[src/rtl/csr_file_v2.sv]
// ---------------------------------------------------------------------------
// csr_file_v2
// Machine-mode CSR file for a single-hart core. It holds the trap CSRs,
// the two free-running counters and the interrupt pending/enable state. It
// also resolves trap, interrupt and mret events into a one-cycle redirect.
//
// Ports
//   clk, rst            sole clock, asynchronous active-high reset
//   i_csr_op            00 none, 01 RW, 10 RS, 11 RC
//   i_csr_addr          CSR address
//   i_csr_wdata         write operand
//   o_csr_rdata         pre-write CSR value, 0 when idle or illegal
//   o_csr_illegal       access is illegal
//   i_instr_retire      one instruction retired this cycle
//   i_ecall/i_ebreak    exception events
//   i_mret              return-from-trap event
//   i_trap_pc           PC saved into mepc on a trap
//   i_irq_timer/soft/ext  level interrupt lines
//   o_intr_pending      an enabled interrupt can be taken
//   i_intr_take         core takes the pending interrupt this cycle
//   o_redirect_valid    one-cycle redirect strobe
//   o_redirect_pc       redirect target
// ---------------------------------------------------------------------------
module csr_file_v2 #(
  parameter int          XLEN        = 64,
  parameter logic [63:0] MSTATUS_RST = 64'ha00001800,
  parameter logic [63:0] HARTID      = 64'd0
) (
  input  logic            clk,
  input  logic            rst,
  input  logic [1:0]      i_csr_op,
  input  logic [11:0]     i_csr_addr,
  input  logic [XLEN-1:0] i_csr_wdata,
  output logic [XLEN-1:0] o_csr_rdata,
  output logic            o_csr_illegal,
  input  logic            i_instr_retire,
  input  logic            i_ecall,
  input  logic            i_ebreak,
  input  logic            i_mret,
  input  logic [XLEN-1:0] i_trap_pc,
  input  logic            i_irq_timer,
  input  logic            i_irq_soft,
  input  logic            i_irq_ext,
  output logic            o_intr_pending,
  input  logic            i_intr_take,
  output logic            o_redirect_valid,
  output logic [XLEN-1:0] o_redirect_pc
);

  typedef enum logic [1:0] {
    OP_NONE = 2'b00,
    OP_RW   = 2'b01,
    OP_RS   = 2'b10,
    OP_RC   = 2'b11
  } csrOp_e;

  localparam logic [11:0] ADDR_MSTATUS  = 12'h300;
  localparam logic [11:0] ADDR_MIE      = 12'h304;
  localparam logic [11:0] ADDR_MTVEC    = 12'h305;
  localparam logic [11:0] ADDR_MSCRATCH = 12'h340;
  localparam logic [11:0] ADDR_MEPC     = 12'h341;
  localparam logic [11:0] ADDR_MCAUSE   = 12'h342;
  localparam logic [11:0] ADDR_MTVAL    = 12'h343;
  localparam logic [11:0] ADDR_MIP      = 12'h344;
  localparam logic [11:0] ADDR_MCYCLE   = 12'hB00;
  localparam logic [11:0] ADDR_MINSTRET = 12'hB02;
  localparam logic [11:0] ADDR_MHARTID  = 12'hF14;

  localparam logic [XLEN-1:0] MSTATUS_INIT = MSTATUS_RST[XLEN-1:0];
  localparam logic [XLEN-1:0] HARTID_VAL   = HARTID[XLEN-1:0];
  localparam logic [XLEN-1:0] IRQ_MASK     = XLEN'(12'h888);
  localparam logic [XLEN-1:0] ALIGN_MASK   = ~XLEN'(3);

  // mstatus field positions
  localparam int MIE_BIT  = 3;
  localparam int MPIE_BIT = 7;

  logic [XLEN-1:0] mstatus_q, mstatus_d;
  logic [XLEN-1:0] mie_q, mie_d;
  logic [XLEN-1:0] mtvec_q, mtvec_d;
  logic [XLEN-1:0] mscratch_q, mscratch_d;
  logic [XLEN-1:0] mepc_q, mepc_d;
  logic [XLEN-1:0] mcause_q, mcause_d;
  logic [XLEN-1:0] mtval_q, mtval_d;
  logic [XLEN-1:0] mip_q, mip_d;
  logic [XLEN-1:0] mcycle_q, mcycle_d;
  logic [XLEN-1:0] minstret_q, minstret_d;
  logic            redirectValid_q, redirectValid_d;
  logic [XLEN-1:0] redirectPc_q, redirectPc_d;

  csrOp_e          csrOp;
  logic            csrHit;
  logic [XLEN-1:0] csrValue;
  logic [XLEN-1:0] writeValue;
  logic            writeAttempt;
  logic            csrIllegal;
  logic [XLEN-1:0] enabledIrq;
  logic [3:0]      intrCause;
  logic            intrTake;
  logic            trapEvent;
  logic            mretEvent;
  logic            csrWrite;
  logic [XLEN-1:0] trapCause;
  logic [XLEN-1:0] mtvecBase;
  logic [XLEN-1:0] trapTarget;

  assign csrOp = csrOp_e'(i_csr_op);

  // Address decode: select the current value of the addressed CSR and flag
  // whether the address names an implemented register at all.
  always_comb begin
    csrHit   = 1'b1;
    csrValue = '0;
    case (i_csr_addr)
      ADDR_MSTATUS:  csrValue = mstatus_q;
      ADDR_MIE:      csrValue = mie_q;
      ADDR_MTVEC:    csrValue = mtvec_q;
      ADDR_MSCRATCH: csrValue = mscratch_q;
      ADDR_MEPC:     csrValue = mepc_q;
      ADDR_MCAUSE:   csrValue = mcause_q;
      ADDR_MTVAL:    csrValue = mtval_q;
      ADDR_MIP:      csrValue = mip_q;
      ADDR_MCYCLE:   csrValue = mcycle_q;
      ADDR_MINSTRET: csrValue = minstret_q;
      ADDR_MHARTID:  csrValue = HARTID_VAL;
      default:       csrHit   = 1'b0;
    endcase
  end

  // Set/clear with a zero operand is a pure read, so it may target the
  // read-only space without faulting.
  assign writeAttempt = (csrOp == OP_RW) ||
                        ((csrOp == OP_RS || csrOp == OP_RC) && (|i_csr_wdata));
  assign csrIllegal   = (csrOp != OP_NONE) &&
                        (!csrHit || (writeAttempt && i_csr_addr[11:10] == 2'b11));

  assign o_csr_illegal = csrIllegal;
  assign o_csr_rdata   = (csrOp == OP_NONE || csrIllegal) ? '0 : csrValue;

  // Read-modify-write operand for the three CSR instructions.
  always_comb begin
    writeValue = csrValue;
    case (csrOp)
      OP_RW:   writeValue = i_csr_wdata;
      OP_RS:   writeValue = csrValue | i_csr_wdata;
      OP_RC:   writeValue = csrValue & ~i_csr_wdata;
      default: writeValue = csrValue;
    endcase
  end

  // Interrupt arbitration: external beats software beats timer.
  assign enabledIrq     = mip_q & mie_q & IRQ_MASK;
  assign o_intr_pending = mstatus_q[MIE_BIT] && (|enabledIrq);

  always_comb begin
    intrCause = 4'd7;
    if (enabledIrq[11]) begin
      intrCause = 4'd11;
    end else if (enabledIrq[3]) begin
      intrCause = 4'd3;
    end
  end

  // Only one event wins per cycle; a take with nothing pending is dropped.
  assign intrTake  = i_intr_take && o_intr_pending;
  assign trapEvent = intrTake || i_ebreak || i_ecall;
  assign mretEvent = i_mret && !trapEvent;
  assign csrWrite  = writeAttempt && !csrIllegal && !trapEvent && !i_mret;

  // Cause code and handler address for whichever trap is being taken.
  always_comb begin
    if (intrTake) begin
      trapCause = {1'b1, {(XLEN-5){1'b0}}, intrCause};
    end else if (i_ebreak) begin
      trapCause = XLEN'(3);
    end else begin
      trapCause = XLEN'(11);
    end
  end

  assign mtvecBase  = mtvec_q & ALIGN_MASK;
  assign trapTarget = (intrTake && mtvec_q[1:0] == 2'b01) ?
                      mtvecBase + (XLEN'(intrCause) << 2) : mtvecBase;

  // Next-state for every register. Counters advance unless a CSR write to
  // that counter lands in the same cycle.
  always_comb begin
    mstatus_d       = mstatus_q;
    mie_d           = mie_q;
    mtvec_d         = mtvec_q;
    mscratch_d      = mscratch_q;
    mepc_d          = mepc_q;
    mcause_d        = mcause_q;
    mtval_d         = mtval_q;
    mip_d           = '0;
    mip_d[3]        = i_irq_soft;
    mip_d[7]        = i_irq_timer;
    mip_d[11]       = i_irq_ext;
    mcycle_d        = mcycle_q + XLEN'(1);
    minstret_d      = minstret_q + XLEN'(i_instr_retire);
    redirectValid_d = 1'b0;
    redirectPc_d    = redirectPc_q;

    if (trapEvent) begin
      mepc_d                 = i_trap_pc & ALIGN_MASK;
      mcause_d               = trapCause;
      mtval_d                = '0;
      mstatus_d[MPIE_BIT]    = mstatus_q[MIE_BIT];
      mstatus_d[MIE_BIT]     = 1'b0;
      mstatus_d[12:11]       = 2'b11;
      redirectValid_d        = 1'b1;
      redirectPc_d           = trapTarget;
    end else if (mretEvent) begin
      mstatus_d[MIE_BIT]     = mstatus_q[MPIE_BIT];
      mstatus_d[MPIE_BIT]    = 1'b1;
      mstatus_d[12:11]       = 2'b11;
      redirectValid_d        = 1'b1;
      redirectPc_d           = mepc_q;
    end else if (csrWrite) begin
      case (i_csr_addr)
        ADDR_MSTATUS:  mstatus_d  = writeValue;
        ADDR_MIE:      mie_d      = writeValue;
        ADDR_MTVEC:    mtvec_d    = writeValue;
        ADDR_MSCRATCH: mscratch_d = writeValue;
        ADDR_MEPC:     mepc_d     = writeValue & ALIGN_MASK;
        ADDR_MCAUSE:   mcause_d   = writeValue;
        ADDR_MTVAL:    mtval_d    = writeValue;
        ADDR_MCYCLE:   mcycle_d   = writeValue;
        ADDR_MINSTRET: minstret_d = writeValue;
        default:       mtval_d    = mtval_q;
      endcase
    end
  end

  // State registers; reset also cancels any redirect in flight.
  always_ff @(posedge clk or posedge rst) begin
    if (rst) begin
      mstatus_q       <= MSTATUS_INIT;
      mie_q           <= '0;
      mtvec_q         <= '0;
      mscratch_q      <= '0;
      mepc_q          <= '0;
      mcause_q        <= '0;
      mtval_q         <= '0;
      mip_q           <= '0;
      mcycle_q        <= '0;
      minstret_q      <= '0;
      redirectValid_q <= 1'b0;
      redirectPc_q    <= '0;
    end else begin
      mstatus_q       <= mstatus_d;
      mie_q           <= mie_d;
      mtvec_q         <= mtvec_d;
      mscratch_q      <= mscratch_d;
      mepc_q          <= mepc_d;
      mcause_q        <= mcause_d;
      mtval_q         <= mtval_d;
      mip_q           <= mip_d;
      mcycle_q        <= mcycle_d;
      minstret_q      <= minstret_d;
      redirectValid_q <= redirectValid_d;
      redirectPc_q    <= redirectPc_d;
    end
  end

  assign o_redirect_valid = redirectValid_q;
  assign o_redirect_pc    = redirectPc_q;

endmodule

[config.mk]
export PLATFORM = sky130hd
export DESIGN_NAME = csr_file_v2
export DESIGN_NICKNAME = d
export VERILOG_FILES = /design/src/rtl/csr_file_v2.sv
export SDC_FILE = /design/constraint.sdc
export NUM_CORES = 2
export LEC_CHECK = 0
export CAP_MARGIN = 5
export CORE_UTILIZATION = 40
export DETAILED_ROUTE_END_ITERATION = 6
export PLACE_DENSITY = 0.61
export SETUP_SLACK_MARGIN = 0.15
export SKIP_LAST_GASP = 1
export SYNTH_ARGS = -nofsm -noshare
export SYNTH_HDL_FRONTEND = slang
export SYNTH_SLANG_ARGS = --single-unit
[constraint.sdc]
create_clock -name clk -period 22.4 [get_ports clk]
set_input_delay 4.48 -clock clk [delete_from_list [all_inputs] [get_ports clk]]
set_output_delay 4.48 -clock clk [all_outputs]
set_load 0.03 [all_outputs]
==> summary.txt <==
Critical path
  • WP data arrival: 10.10 ns
  • Kind of critical path: input port to primary output
  • Worst path cell trace: clkdlybuf4s50_1, or3_1, nor2_1, o2111ai_1, a2bb2oi_2, nand2_2, buf_4, a31oi_1, clkdlybuf4s50_1
  • CP delay by family, top: simple AND/OR/NAND/NOR gates
  • Critical Path End Type: primary output
  • Crit path depth: 9
  • Critical path buffer and inverter count: 3
  • CP Data Required Time: 17.92 ns
  • Most used cell, CP: clkdlybuf4s50_1
  • Slowest cell on crit path: nor2_1
  • Critical path startpoint category: input port
  • Reg2reg path depth: 9
  • CP Max Fanout: 43
  • Max incr delay on CP: 0.98 ns

STA
  • Final hold vios: 0
  • Final WS setup: 7.82 ns
  • Setup total negative slack: 0 ns
  • Fin crit period: 14.58 ns
  • Worst Skew: 0.0286 ns
  • Final setup vio count: 0
  • Tcrit/Tclk final: 65.1%
  • Fmax achieved: 0.0686 GHz
  • Final Max Tran Viols: 0
  • Worst Tran Pin Value: 1.48 ns
  • RSZ-0062 raised after global routing: false
  • Slew HR: 1.20%

Floorplan
  • Die Footprint: 0.0884 mm^2
  • Die Width: 297 um
  • Ports: 283
  • Row cnt: 107
  • Die H: 297 um
  • Initial Util: 40.7%
  • Core Area: 0.0858 mm^2

Global routing
  • Antenna violations before repair: 17
  • First-pass GRT wire length: 228000 um
  • Vias in the first global route: 31600
  • Total GRT Usage: 35.3%
  • Largest net degree at the start of global routing: 169
  • GRT overflow: 0

Hold path
  • WHS Path Cells: 2
  • Hold Path Class: register to register

Detailed routing
  • Routed WL per cell: 30.2 um
  • Vias per cell: 6.41
  • Drt total wl: 159000 um
  • Via count: 33700
  • Antenna viol nets, final: 0
  • DRC viols: 5
  • DR pass1 iterations: 7
  • Initial drt markers: 4229

Yosys
  • Mean post-synth cell area: 8.95 um^2
  • Syn Inst Count: 3901
  • Sequential area share after synthesis: 45.9%
  • Ys Warns: 0
  • Area leader, netlist: dfrtp_1
  • FFs w/ async S/R, synth: 100%
  • Netlist Area Pre-Place: 0.0349 mm^2
  • Number of synthesized flops with an enable pin: 0
  • Top FF cell, synth: dfrtp_1
  • Post-synthesis register bit count: 640
  • Post-synth cell types: 83
  • Synth area leaders: dfrtp_1, o21ai_0, nand2_1
  • Top cell type's share of synthesized area: 45.6%

Clock network
  • H-tree depth: 3
  • Worst-path clk slew: 0.06 ns
  • Cts repair resizes: 0
  • Max clock buf depth: 3
  • Total clock sinks: 640
  • Clock latency on the worst-skew pair: 0.64 ns
  • CTS Buf Count: 75
  • CTS root buf: clkbuf_16
  • Hold-fix buffers at CTS: 0
  • CTS tree: built
  • Post-CTS Setup Bufs: 0

Power and ir drop
  • PwrDens: 67.6 mW/mm^2
  • Lkg Pwr: 16.7 nW
  • Worst vdd ir: 0.0517 mV

Place
  • PortBufs: 278
  • DP Wirelength: 104000 um
  • RD Place Congestion: 0.994
  • Dpl ws: 8.19 ns
  • Placed Instance Area: 0.0387 mm^2

Run status
  • Failing checks: design-rule violations
  • Outcome: finished, violations left

Layout
  • Multi-input logic area: 0.0176 mm^2
  • Design area: 0.0413 mm^2
  • Final nets: 4206
  • Register area: 0.0160 mm^2
  • Area growth syn-to-layout: 18.3%
  • Proportion of layout cells with a drive suffix above 1: 7.87%
  • FILL cells: 8151

Job
  • Max_cap viols: 0
cells by family after synthesis:
logic type	after synthesis	synth area share, %
other cells	1	0.0107
flops	640	45.9
mux	106	3.16
buf+inv	357	4.31
simple gates	1313	18.0
fa+ha+maj	6	0.215
xor+xnor	211	5.30
compound gates	1267	23.1
synthesized netlist by cell type, types with 42 or more instances:
cell,instances
o211ai_1,42
mux2i_1,73
a21oi_1,317
a22oi_1,132
clkbuf_1,204
dfrtp_1,636
buf_2,66
a22o_1,57
nor2_1,301
nand2_1,474
nor3_1,87
a211oi_1,69
nor2b_1,49
nand3_1,112
o21ai_0,412
xor2_1,98
inv_1,52
xnor2_1,113
nand4_1,79
nor4_1,57
path summary, 6_finish.rpt:
check | to | from | slack (ns)
min in group asynchronous | o_redirect_pc[2]$_DFFE_PP0N_ | rst | 4.45
max in group asynchronous | mtvec_q[44]$_DFFE_PP0P_ | rst | 14.81
setup reg to reg | mepc_q[48]$_DFFE_PP0P_ | mie_q[3]$_DFFE_PP0P_ | 17.35
hold reg to reg | mstatus_q[33]$_DFFE_PP1P_ | mstatus_q[33]$_DFFE_PP1P_ | 0.47
hold / removal | mstatus_q[33]$_DFFE_PP1P_ | mstatus_q[33]$_DFFE_PP1P_ | 0.47
setup / recovery | o_csr_rdata[39] | i_csr_addr[7] | 7.82
through the flow:
step	power (mW)	hold slack, ns	cells	util, %
floorplan	1.38	0.442	3902	-
global placement	1.52	0.454	5114	45.1
detailed placement	1.52	0.459	5114	45.1
CTS	2.79	0.467	5248	48.1
global route	2.86	0.489	5250	48.1
finish	2.79	0.465	5258	48.1
cells in the final DEF, fill, tap and decap left out, drive strengths merged, types with 33 or more instances in the layout:
cell type,netlist,final
dfrtp,636,636
nand2,474,474
o21ai,423,423
a21oi,317,317
nor2,302,302
clkdlybuf4s50,0,272
a22oi,132,132
xnor2,113,113
clkbuf,204,113
nand3,112,112
buf,101,102
xor2,98,98
nor3,96,96
a211oi,84,84
nand4,79,79
mux2i,73,73
nor4,60,60
a22o,57,57
inv,52,53
nor2b,49,49
o211ai,42,42
and3,36,36
mux2,33,33
sequential cells by signal, summed over array words and instances, names as in the netlist:
signal,cells
mie_q,64
mtval_q,64
mip_q,3
mstatus_q,64
mcause_q,64
mcycle_q,64
minstret_q,64
mepc_q,62
o_redirect_valid,1
o_redirect_pc,62
mscratch_q,64
mtvec_q,64
worst reg2reg max path, delay by kind of cell, from the launching register on:
kind	cells	cell delay, ns
buffers and inverters	3	2.05
AND/OR/NAND/NOR	3	1.31
flip-flops	1	0.43
AO/OA/AOI/OAI	3	1.19
where the power goes:
part	leakage (nW)	internal (mW)	switching, mW
clock network	1.25	0.766	0.520
logic	6.88	0.0939	0.194
registers	8.61	1.19	0.0324
total	16.7	2.05	0.747
cell type report:
cell class / instances / share of cell area, %
tap: 1144 / 3.47
multi-input combinational: 2905 / 42.6
sequential: 640 / 38.8
clock inverter: 21 / 0.651
antenna: 9 / 0.0545
timing repair buffer: 374 / 8.48
inverter: 52 / 0.482
clock buffer: 113 / 5.48
metal layers:
layer	routed length [um]	track usage [%]	vias up
met5	100	0	-
met4	9680	18.0	16
met3	20900	12.6	519
met2	65600	50.2	2107
met1	62500	47.1	16500
li1	-	-	14500
No activity file was read; power rests on OpenSTA's default activity.
